File: src/rtl/ext_mem_arbiter.sv
// Two-port arbiter for the external partial-sum memory (port 0 = MAC RMW engine, port 1 = drain/host).
// Optional grant/stall statistics counters are compiled in with EXT_MEM_ARB_STATS_EN.
module ext_mem_arbiter #(
  parameter int unsigned ADDR_WIDTH   = 8,
  parameter int unsigned DATA_WIDTH   = 32,
  parameter int unsigned STARVE_LIMIT = 4
) (
  input  logic                  clk,
  input  logic                  rst_in,
  input  logic                  p0_valid,
  output logic                  p0_ready,
  input  logic                  p0_we,
  input  logic [ADDR_WIDTH-1:0] p0_addr,
  input  logic [DATA_WIDTH-1:0] p0_wdata,
  input  logic                  p0_lock,
  output logic                  p0_rsp_valid,
  output logic [DATA_WIDTH-1:0] p0_rsp_data,
  input  logic                  p1_valid,
  output logic                  p1_ready,
  input  logic                  p1_we,
  input  logic [ADDR_WIDTH-1:0] p1_addr,
  input  logic [DATA_WIDTH-1:0] p1_wdata,
  output logic                  p1_rsp_valid,
  output logic [DATA_WIDTH-1:0] p1_rsp_data,
  output logic                  ext_mem_read_en,
  output logic [ADDR_WIDTH-1:0] ext_mem_read_addr,
  input  logic [DATA_WIDTH-1:0] ext_mem_qout,
  output logic                  ext_mem_write_en,
  output logic [ADDR_WIDTH-1:0] ext_mem_write_addr,
  output logic [DATA_WIDTH-1:0] ext_mem_din,
  output logic                  busy
`ifdef EXT_MEM_ARB_STATS_EN
  ,
  output logic [15:0]           p0_grant_cnt,
  output logic [15:0]           p1_grant_cnt,
  output logic [15:0]           p1_stall_cnt
`endif
);

  localparam logic [3:0] STARVE_MAX = 4'(STARVE_LIMIT);

  logic [3:0]            starve_cnt_reg, starve_cnt_next;
  logic [1:0]            req_valid, req_sel, xfer_vec;
  logic                  xfer, sel_we;
  logic [ADDR_WIDTH-1:0] sel_addr;
  logic [DATA_WIDTH-1:0] sel_wdata;

  logic                  read_en_reg, write_en_reg;
  logic [ADDR_WIDTH-1:0] read_addr_reg, write_addr_reg;
  logic [DATA_WIDTH-1:0] din_reg;
  logic                  rd_tag_reg;
  logic                  rsp_valid_reg, rsp_tag_reg;

  logic [1:0]            rsp_hit;
  logic [DATA_WIDTH-1:0] rsp_data_vec [2];

  assign req_valid = {p1_valid, p0_valid};

  // Priority: lock, then starvation relief for port 1, then port 0, else port 1 by default.
  always_comb begin
    req_sel = 2'b00;
    if (rst_in) begin
      req_sel = 2'b00;
    end else if (p0_lock) begin
      req_sel = 2'b01;
    end else if ((starve_cnt_reg == STARVE_MAX) && p1_valid) begin
      req_sel = 2'b10;
    end else if (p0_valid) begin
      req_sel = 2'b01;
    end else begin
      req_sel = 2'b10;
    end
  end

  assign p0_ready = req_sel[0];
  assign p1_ready = req_sel[1];
  assign xfer_vec = req_valid & req_sel;
  assign xfer     = |xfer_vec;

  assign sel_we    = req_sel[1] ? p1_we    : p0_we;
  assign sel_addr  = req_sel[1] ? p1_addr  : p0_addr;
  assign sel_wdata = req_sel[1] ? p1_wdata : p0_wdata;

  always_comb begin
    starve_cnt_next = 4'd0;
    if (p1_valid && !req_sel[1]) begin
      starve_cnt_next = (starve_cnt_reg == STARVE_MAX) ? STARVE_MAX : starve_cnt_reg + 4'd1;
    end
  end

  always_ff @(posedge clk) begin
    if (rst_in) begin
      starve_cnt_reg <= 4'd0;
      read_en_reg    <= 1'b0;
      write_en_reg   <= 1'b0;
      read_addr_reg  <= '0;
      write_addr_reg <= '0;
      din_reg        <= '0;
      rd_tag_reg     <= 1'b0;
      rsp_valid_reg  <= 1'b0;
      rsp_tag_reg    <= 1'b0;
    end else begin
      starve_cnt_reg <= starve_cnt_next;
      read_en_reg    <= xfer && !sel_we;
      write_en_reg   <= xfer && sel_we;
      if (xfer && sel_we) begin
        write_addr_reg <= sel_addr;
        din_reg        <= sel_wdata;
      end
      if (xfer && !sel_we) begin
        read_addr_reg <= sel_addr;
        rd_tag_reg    <= req_sel[1];
      end
      // The tag travels one stage behind the read command to steer qout.
      rsp_valid_reg <= read_en_reg;
      rsp_tag_reg   <= rd_tag_reg;
    end
  end

  for (genvar gi = 0; gi < 2; gi++) begin : g_rsp
    assign rsp_hit[gi]      = rsp_valid_reg && (rsp_tag_reg == 1'(gi));
    assign rsp_data_vec[gi] = rsp_hit[gi] ? ext_mem_qout : '0;
  end

  assign p0_rsp_valid = rsp_hit[0];
  assign p1_rsp_valid = rsp_hit[1];
  assign p0_rsp_data  = rsp_data_vec[0];
  assign p1_rsp_data  = rsp_data_vec[1];

  assign ext_mem_read_en    = read_en_reg;
  assign ext_mem_read_addr  = read_addr_reg;
  assign ext_mem_write_en   = write_en_reg;
  assign ext_mem_write_addr = write_addr_reg;
  assign ext_mem_din        = din_reg;
  assign busy               = read_en_reg || rsp_valid_reg;

`ifdef EXT_MEM_ARB_STATS_EN
  logic [15:0] grant_cnt_reg [2];
  logic [15:0] stall_cnt_reg;

  for (genvar gi = 0; gi < 2; gi++) begin : g_grant_cnt
    always_ff @(posedge clk) begin
      if (rst_in) begin
        grant_cnt_reg[gi] <= 16'd0;
      end else if (xfer_vec[gi] && (grant_cnt_reg[gi] != 16'hFFFF)) begin
        grant_cnt_reg[gi] <= grant_cnt_reg[gi] + 16'd1;
      end
    end
  end

  always_ff @(posedge clk) begin
    if (rst_in) begin
      stall_cnt_reg <= 16'd0;
    end else if (p1_valid && !req_sel[1] && (stall_cnt_reg != 16'hFFFF)) begin
      stall_cnt_reg <= stall_cnt_reg + 16'd1;
    end
  end

  assign p0_grant_cnt = grant_cnt_reg[0];
  assign p1_grant_cnt = grant_cnt_reg[1];
  assign p1_stall_cnt = stall_cnt_reg;
`endif

endmodule

File: config.mk
export PLATFORM = sky130hd
export DESIGN_NAME = ext_mem_arbiter
export DESIGN_NICKNAME = d
export VERILOG_FILES = /design/src/rtl/ext_mem_arbiter.sv
export SDC_FILE = /design/constraint.sdc
export NUM_CORES = 1
export LEC_CHECK = 0
export CAP_MARGIN = 5
export CORE_UTILIZATION = 35
export CTS_CLUSTER_DIAMETER = 50
export DETAILED_ROUTE_END_ITERATION = 8
export GPL_TIMING_DRIVEN = 0
export PLACE_DENSITY = 0.82
export SYNTH_ARGS = -nofsm -noshare
export SYNTH_HDL_FRONTEND = slang
export SYNTH_SLANG_ARGS = --single-unit
File: constraint.sdc
create_clock -name clk -period 2.73 [get_ports clk]
set_input_delay 0.546 -clock clk [delete_from_list [all_inputs] [get_ports clk]]
set_output_delay 0.546 -clock clk [all_outputs]
set_load 0.05 [all_outputs]
==> key figures, run 1 <==
Outcome
  – Outcome: complete, but fails checks
  – Failing checks: design-rule violations

Global route
  – Met3 Use GR: 0.0608
  – Total congestion overflow: 0
  – Vias in the first global route: 3609
  – All-layer global routing usage: 0.252
  – First-pass GRT wire length: 19000 um
  – GR Util met2: 0.472
  – Grt peak-use layer: met2
  – Largest net degree at the start of global routing: 13
  – Initial antenna violation count: 0
  – Met1 Usage GRT: 0.268

Logic synthesis
  – Primary FF master, synth: dfxtp_1
  – XOR/XNOR share of the synthesized area: 0.00271
  – Share of the synthesized area in the top cell type: 0.353
  – Post-synthesis mux area share: 0.148
  – Leading area contributor after synthesis: dfxtp_1
  – Flops & latches, synth: 57
  – Most instantiated library cell after synthesis: dfxtp_1
  – Post-synth top cells: dfxtp_1, mux2i_1, nor2_1
  – Compound-Gate Fraction of Synth Area: 0.190
  – Ys Warns: 0
  – Post-Syn Instances: 335
  – Synth Area in Simple Gates: 0.240
  – Cell Area, Synth: 0.00324 mm2
  – Asr flop ratio synth: 0
  – Synth top area cells: dfxtp_1, mux2i_1, a221oi_2
  – Largest family of logic cells by synthesized area: simple AND/OR/NAND/NOR gates
  – Synthesized Nets: 456
  – Sequential fraction of the synthesis area: 0.353
  – Distinct cells, synth: 34
  – EDFF count, synth: 0
  – Adder-cell share of the synthesized area: 0.00773
  – Syn_area_per_cell: 9.66 um2

Worst setup path
  – Slowest cell on the critical path: clkdlybuf4s50_1
  – Crit path max fanout: 10
  – Crit path launch type: register
  – Critical path required time: 2180 ps
  – CP Class: register to output port
  – Slowest Stage Delay on Critical Path: 820 ps
  – Crit path cell chain: clkbuf_1 -> and2_1 -> clkdlybuf4s50_1
  – Crit path max-delay family: buffers and inverters
  – R2R setup slack: 400 ps
  – WP data arrival: 2110 ps
  – Crit path buf inv count: 2
  – Worst setup EP type: output port

Floorplan
  – Core region area: 0.00885 mm2
  – Initial Util: 0.366
  – Die area: 0.00963 mm2
  – Site Rows: 34
  – Die height: 98.2 um
  – IO Count: 238
  – Die W: 98.2 um

Detailed routing
  – DR vias: 3580
  – Routed wire length: 12400 um
  – Iteration-0 DRC Markers: 139
  – Drt drc: 18
  – Routed len/inst: 17.8 um
  – Drt via density: 5.14
  – Routed Antenna Nets: 0
  – Pre-Repair DR Iteration Count: 6

Timing
  – Final hold viol count: 0
  – Final number of max-transition violations: 0
  – Relative slew slack: 0.560
  – Setup-failing EPs final: 0
  – Fin crit period: 2650 ps
  – Worst Tran Pin Value: 660 ps
  – Final Skew: 13.5 ps
  – Setup TNS: 0 ps
  – Fmax: 377 MHz
  – Crit share post-route: 0.972

Cells and area
  – Area Growth Syn to Fin: 88.5%
  – Max reg flops: 32
  – Register Area: 0.00114 mm2
  – Post-layout nets: 704
  – Final-layout fill cell count: 715
  – Area of the multi-input gates: 0.00192 mm2
  – Fraction of layout cells with a size suffix above 1: 0.168
  – ANT cells: 0

Place
  – Number of I/O port buffers: 235
  – Dpl hpwl: 9760 um
  – RePlAce Congestion: 0.900

Power
  – Pwr dens: 468 mW/mm2
  – Leakage: 2.89 nW
  – Power, Total: 0.00286 W
  – Peak supply drop: 270 uV

Clock network
  – Root buf cell: clkbuf_8
  – Maximum buffer depth of the clock tree: 2
  – CTS H-tree depth: 3
  – Reg clk slew, reported paths: 80 ps
  – CTS Buf Count: 9
  – CTS tree: yes
  – Clk_lat worst skew: 350 ps
  – CTS Sinks: 57

Hold path
  – Worst hold path class: register to register

Run
  – Number of max-cap violations: 0
==> cells by family after synthesis <==
family / count (synthesis)
simple gates: 139
flops: 57
compound gates: 51
mux: 48
buf+inv: 37
fa+ha+maj: 2
xor+xnor: 1
==> metrics by stage <==
stage	cells	util	setup slack, ps	instance area, um2	hold WS (ps)
after detailed placement	678	0.647	-702	5720	426
after global routing	696	0.689	-0.128	6100	492
final	696	0.689	76.0	6100	443
after global placement	678	0.647	-709	5720	422
after CTS	696	0.681	3.60	6020	443
after floorplan	335	-	294	3240	409
==> worst min-delay path, delay by kind of cell (launching register included) <==
kind                   cells  cell delay (ps)
flip-flops                 1              310
AND/OR/NAND/NOR            1               60
buffers and inverters      1               40
==> final timing paths <==
kind / cells after the start / end / from
setup / recovery: 3 / p1_rsp_valid / rsp_valid_reg
hold / removal: 2 / rsp_tag_reg / rd_tag_reg
setup reg to reg: 7 / ext_mem_write_addr[0] / starve_cnt_reg[0]
hold reg to reg: 2 / rsp_tag_reg / rd_tag_reg
==> report_power, final <==
part	leakage [nW]	switching [W]	internal [W]	total [W]
logic	2.29	0.000533	0.000391	0.000924
clock network	0.124	0.000376	0.000615	0.000991
registers	0.472	0.0000388	0.000902	0.000941
==> cell type report <==
cell class / count / share of cell area
Tap cell: 108 / 0.0222
Clock inverter: 7 / 0.0205
Timing Repair Buffer: 237 / 0.405
Sequential cell: 57 / 0.187
Clock buffer: 9 / 0.0203
Buffer: 34 / 0.0293
Multi-Input combinational cell: 241 / 0.314
Inverter: 3 / 0.00185
==> what timing repair did <==
item                                    CTS  global route
endpoints found under the setup margin   35            59
pin swaps                                 2             0
hold buffers                              0             0
buffers inserted                          2             0
resized for setup                       102            30
==> routing by layer <==
layer	wire length (um)	share of wire
met1	4590	0.37
met2	6490	0.52
met3	838	0.068
met4	467	0.038
met5	0	0
==> placed cells by master, fill, tap and decap left out, types with 2 or more instances in the layout <==
| cell | instances |
|---|---|
| buf_4 | 3 |
| nor2_1 | 44 |
| nand2_1 | 2 |
| dlygate4sd2_1 | 4 |
| nor2b_1 | 4 |
| o21ai_0 | 3 |
| clkbuf_1 | 18 |
| inv_1 | 3 |
| nand3_1 | 2 |
| dlymetal6s2s_1 | 29 |
| ha_1 | 2 |
| dfxtp_1 | 57 |
| nor4_1 | 2 |
| clkdlybuf4s15_2 | 30 |
| a221oi_2 | 29 |
| buf_8 | 3 |
| and2_1 | 33 |
| and3_1 | 32 |
| a221oi_1 | 11 |
| buf_2 | 10 |
| inv_6 | 2 |
| mux2i_1 | 48 |
| clkbuf_2 | 2 |
| a21oi_1 | 3 |
| clkinv_4 | 2 |
| clkbuf_8 | 9 |
| bufinv_16 | 3 |
| nand2b_1 | 12 |
| clkdlybuf4s50_1 | 171 |
Note: power is estimated with default switching activity, not from simulation.
==> inputs of run 2 (changes only) <==
--- a/config.mk
+++ b/config.mk
@@ -8,2 +8,3 @@
 export CAP_MARGIN = 5
+export CORE_ASPECT_RATIO = 1.5
 export CORE_UTILIZATION = 35
--- a/constraint.sdc
+++ b/constraint.sdc
@@ -3,2 +3,2 @@
 set_output_delay 0.546 -clock clk [all_outputs]
-set_load 0.05 [all_outputs]
+set_load 0.005 [all_outputs]
==> run 2 against run 1 <==
  * The flow now finishes without violations
  * Clock-buffer cell count is 2 higher
  * Total power is 0.66% lower
  * Worst setup slack worse by 3.7 ps
  * Sequential power hardly changed
  * Global-route usage is 2.7 points higher
  * Non-clock buffer count is 8 higher
  * Clock power is 24% higher
  * Hold slack worse by 3.0 ps
  * Clock skew is 7.1 ps lower
  * Critical path type is now input port to output port
  * Critical endpoint is now p1_ready
  * Highest routed layer unchanged
==> key figures, run 2 (synthesized netlist as in run 1, its figures left out) <==
Outcome
  – Outcome: complete, no violations

Place
  – Number of I/O port buffers: 235
  – Dpl cells: 680
  – Dpl hpwl: 10500 um
  – RePlAce Congestion: 0.839

Clock network
  – CTS Sinks: 57
  – CTS Buf Count: 9
  – Root buf cell: clkbuf_16
  – Maximum buffer depth of the clock tree: 2
  – Reg clk slew, reported paths: 50 ps
  – CTS H-tree depth: 3
  – Clk_lat worst skew: 330 ps
  – CTS tree: yes

Cells and area
  – Max reg flops: 32
  – Commonest non-fill, non-tap cell in the layout: clkdlybuf4s50_1
  – Commonest non-fill, non-tap cells in the layout: clkdlybuf4s50_1, dfxtp_1, mux2i_1
  – Fin cells: 707
  – Area Growth Syn to Fin: 90.3%
  – Post-layout nets: 712
  – Fraction of layout cells with a size suffix above 1: 0.133

Detailed routing
  – Drt via density: 5.17
  – Routed len/inst: 18.8 um
  – Drt drc: 0
  – Routed Antenna Nets: 0
  – DR vias: 3652
  – Pre-Repair DR Iteration Count: 6
  – Routed wire length: 13300 um
  – Iteration-0 DRC Markers: 122

Global route
  – Total congestion overflow: 0
  – Vias in the first global route: 3661
  – First-pass GRT wire length: 19900 um
  – All-layer global routing usage: 0.278
  – Largest net degree at the start of global routing: 11
  – Initial antenna violation count: 1

Hold path
  – Worst hold path class: register to register
  – Hold Crit Depth: 2

Floorplan
  – Site Rows: 42
  – Die W: 80.5 um
  – Die height: 120 um
  – Core region area: 0.00888 mm2
  – Die area: 0.00964 mm2
  – IO Count: 238
  – Initial Util: 0.364

Worst setup path
  – Crit path max-delay family: buffers and inverters
  – Slowest cell on the critical path: clkdlybuf4s50_1
  – Critical path depth: 4
  – Crit path buf inv count: 3
  – Crit path cell chain: clkdlybuf4s50_1 -> a211oi_4 -> buf_8 -> clkdlybuf4s50_1
  – Crit path max fanout: 8
  – WP data arrival: 2110 ps
  – CP dominant cell by count: clkdlybuf4s50_1
  – Critical path required time: 2180 ps
  – Worst R2R Path Depth: 7
  – Crit path launch type: input port
  – Slowest Stage Delay on Critical Path: 530 ps
  – Worst setup EP type: output port
  – CP Class: input port to output port

Power
  – Leakage: 2.40 nW
  – Peak supply drop: 469 uV
  – Pwr dens: 461 mW/mm2

Timing
  – Final Skew: 6.46 ps
  – Fmax: 376 MHz
  – Setup-failing EPs final: 0
  – Final hold viol count: 0
  – Crit share post-route: 0.974
  – Worst Tran Pin Value: 737 ps
  – Final Hold Slack: 440 ps
  – Fin crit period: 2660 ps
  – Relative slew slack: 0.505
  – Final number of max-transition violations: 0

Run
  – Number of max-cap violations: 0
## run 2: cell count changes in the layout (fill, tap and decap cells not counted), moves of 3 or more
cell,change
buf_4,+8
clkbuf_16,+9
clkbuf_8,-7
clkdlybuf4s15_2,-30
clkdlybuf4s50_1,+63
dlygate4sd2_1,-3
dlymetal6s2s_1,-29
## run 2: path summary, 6_finish.rpt
path	slack, ps	end	startpoint
max	70	p1_ready	p0_lock
min	440	rsp_tag_reg	rd_tag_reg
max reg2reg	350	ext_mem_write_addr[0]	starve_cnt_reg[0]
min reg2reg	440	rsp_tag_reg	rd_tag_reg
## run 2: repair_timing
item                                    in CTS  in global routing
buffers inserted                             3                  7
endpoints found under the setup margin       2                 30
endpoints found under the hold margin        0                  0
resized for setup                            7                  2
hold buffers                                 0                  0
pin swaps                                    2                  1
## run 2: per-layer routing
layer / track usage / wire [um] / vias to the layer above
met5: 0 / 0 / -
met2: 0.498 / 6790 / 188
li1: - / - / 1732
met4: 0.105 / 318 / 0
met1: 0.270 / 4530 / 1709
met3: 0.132 / 1630 / 23
## run 2: area by class of cell
| type | instances | area, um2 |
|---|---|---|
| multi-input combinational | 241 | 1930 |
| tap | 110 | 138 |
| fill | 723 | 2720 |
| sequential | 57 | 1140 |
| antenna | 1 | 2.50 |
| timing repair buffer | 245 | 2430 |
| clock inverter | 5 | 77.6 |
| inverter | 3 | 11.3 |
| buffer | 34 | 180 |
| clock buffer | 11 | 253 |
## run 2: through the flow
step           worst slack, ps  area (um2)  total power, W  utilization  setup TNS [ps]
6_report                  72.2        6160         0.00284        0.693               0
5_1_grt                  -9.26        6160         0.00295        0.693           -9.26
3_5_place_dp              -513        5730         0.00161        0.645           -3360
2_1_floorplan              568        3240         0.00121            -               0
4_1_cts                   16.4        6100         0.00285        0.687               0
3_3_place_gp              -481        5730         0.00159        0.645           -3450
## run 2: worst reg2reg max path: cells and delay by family (launching register included)
kind / cells / cell delay, ps
adders and majority gates: 1 / 180
buffers and inverters: 3 / 650
AOI/OAI and AO/OA: 2 / 780
DFF: 1 / 400
and+or+nand+nor: 1 / 200
## run 2: where the power goes
group          leakage [nW]  switching [W]  total [W]  internal (W)
Combinational          1.76       0.000262   0.000664      0.000403
Clock                 0.162       0.000387    0.00123      0.000844
Sequential            0.472      0.0000375   0.000942      0.000905
Total                  2.40       0.000686    0.00284       0.00215
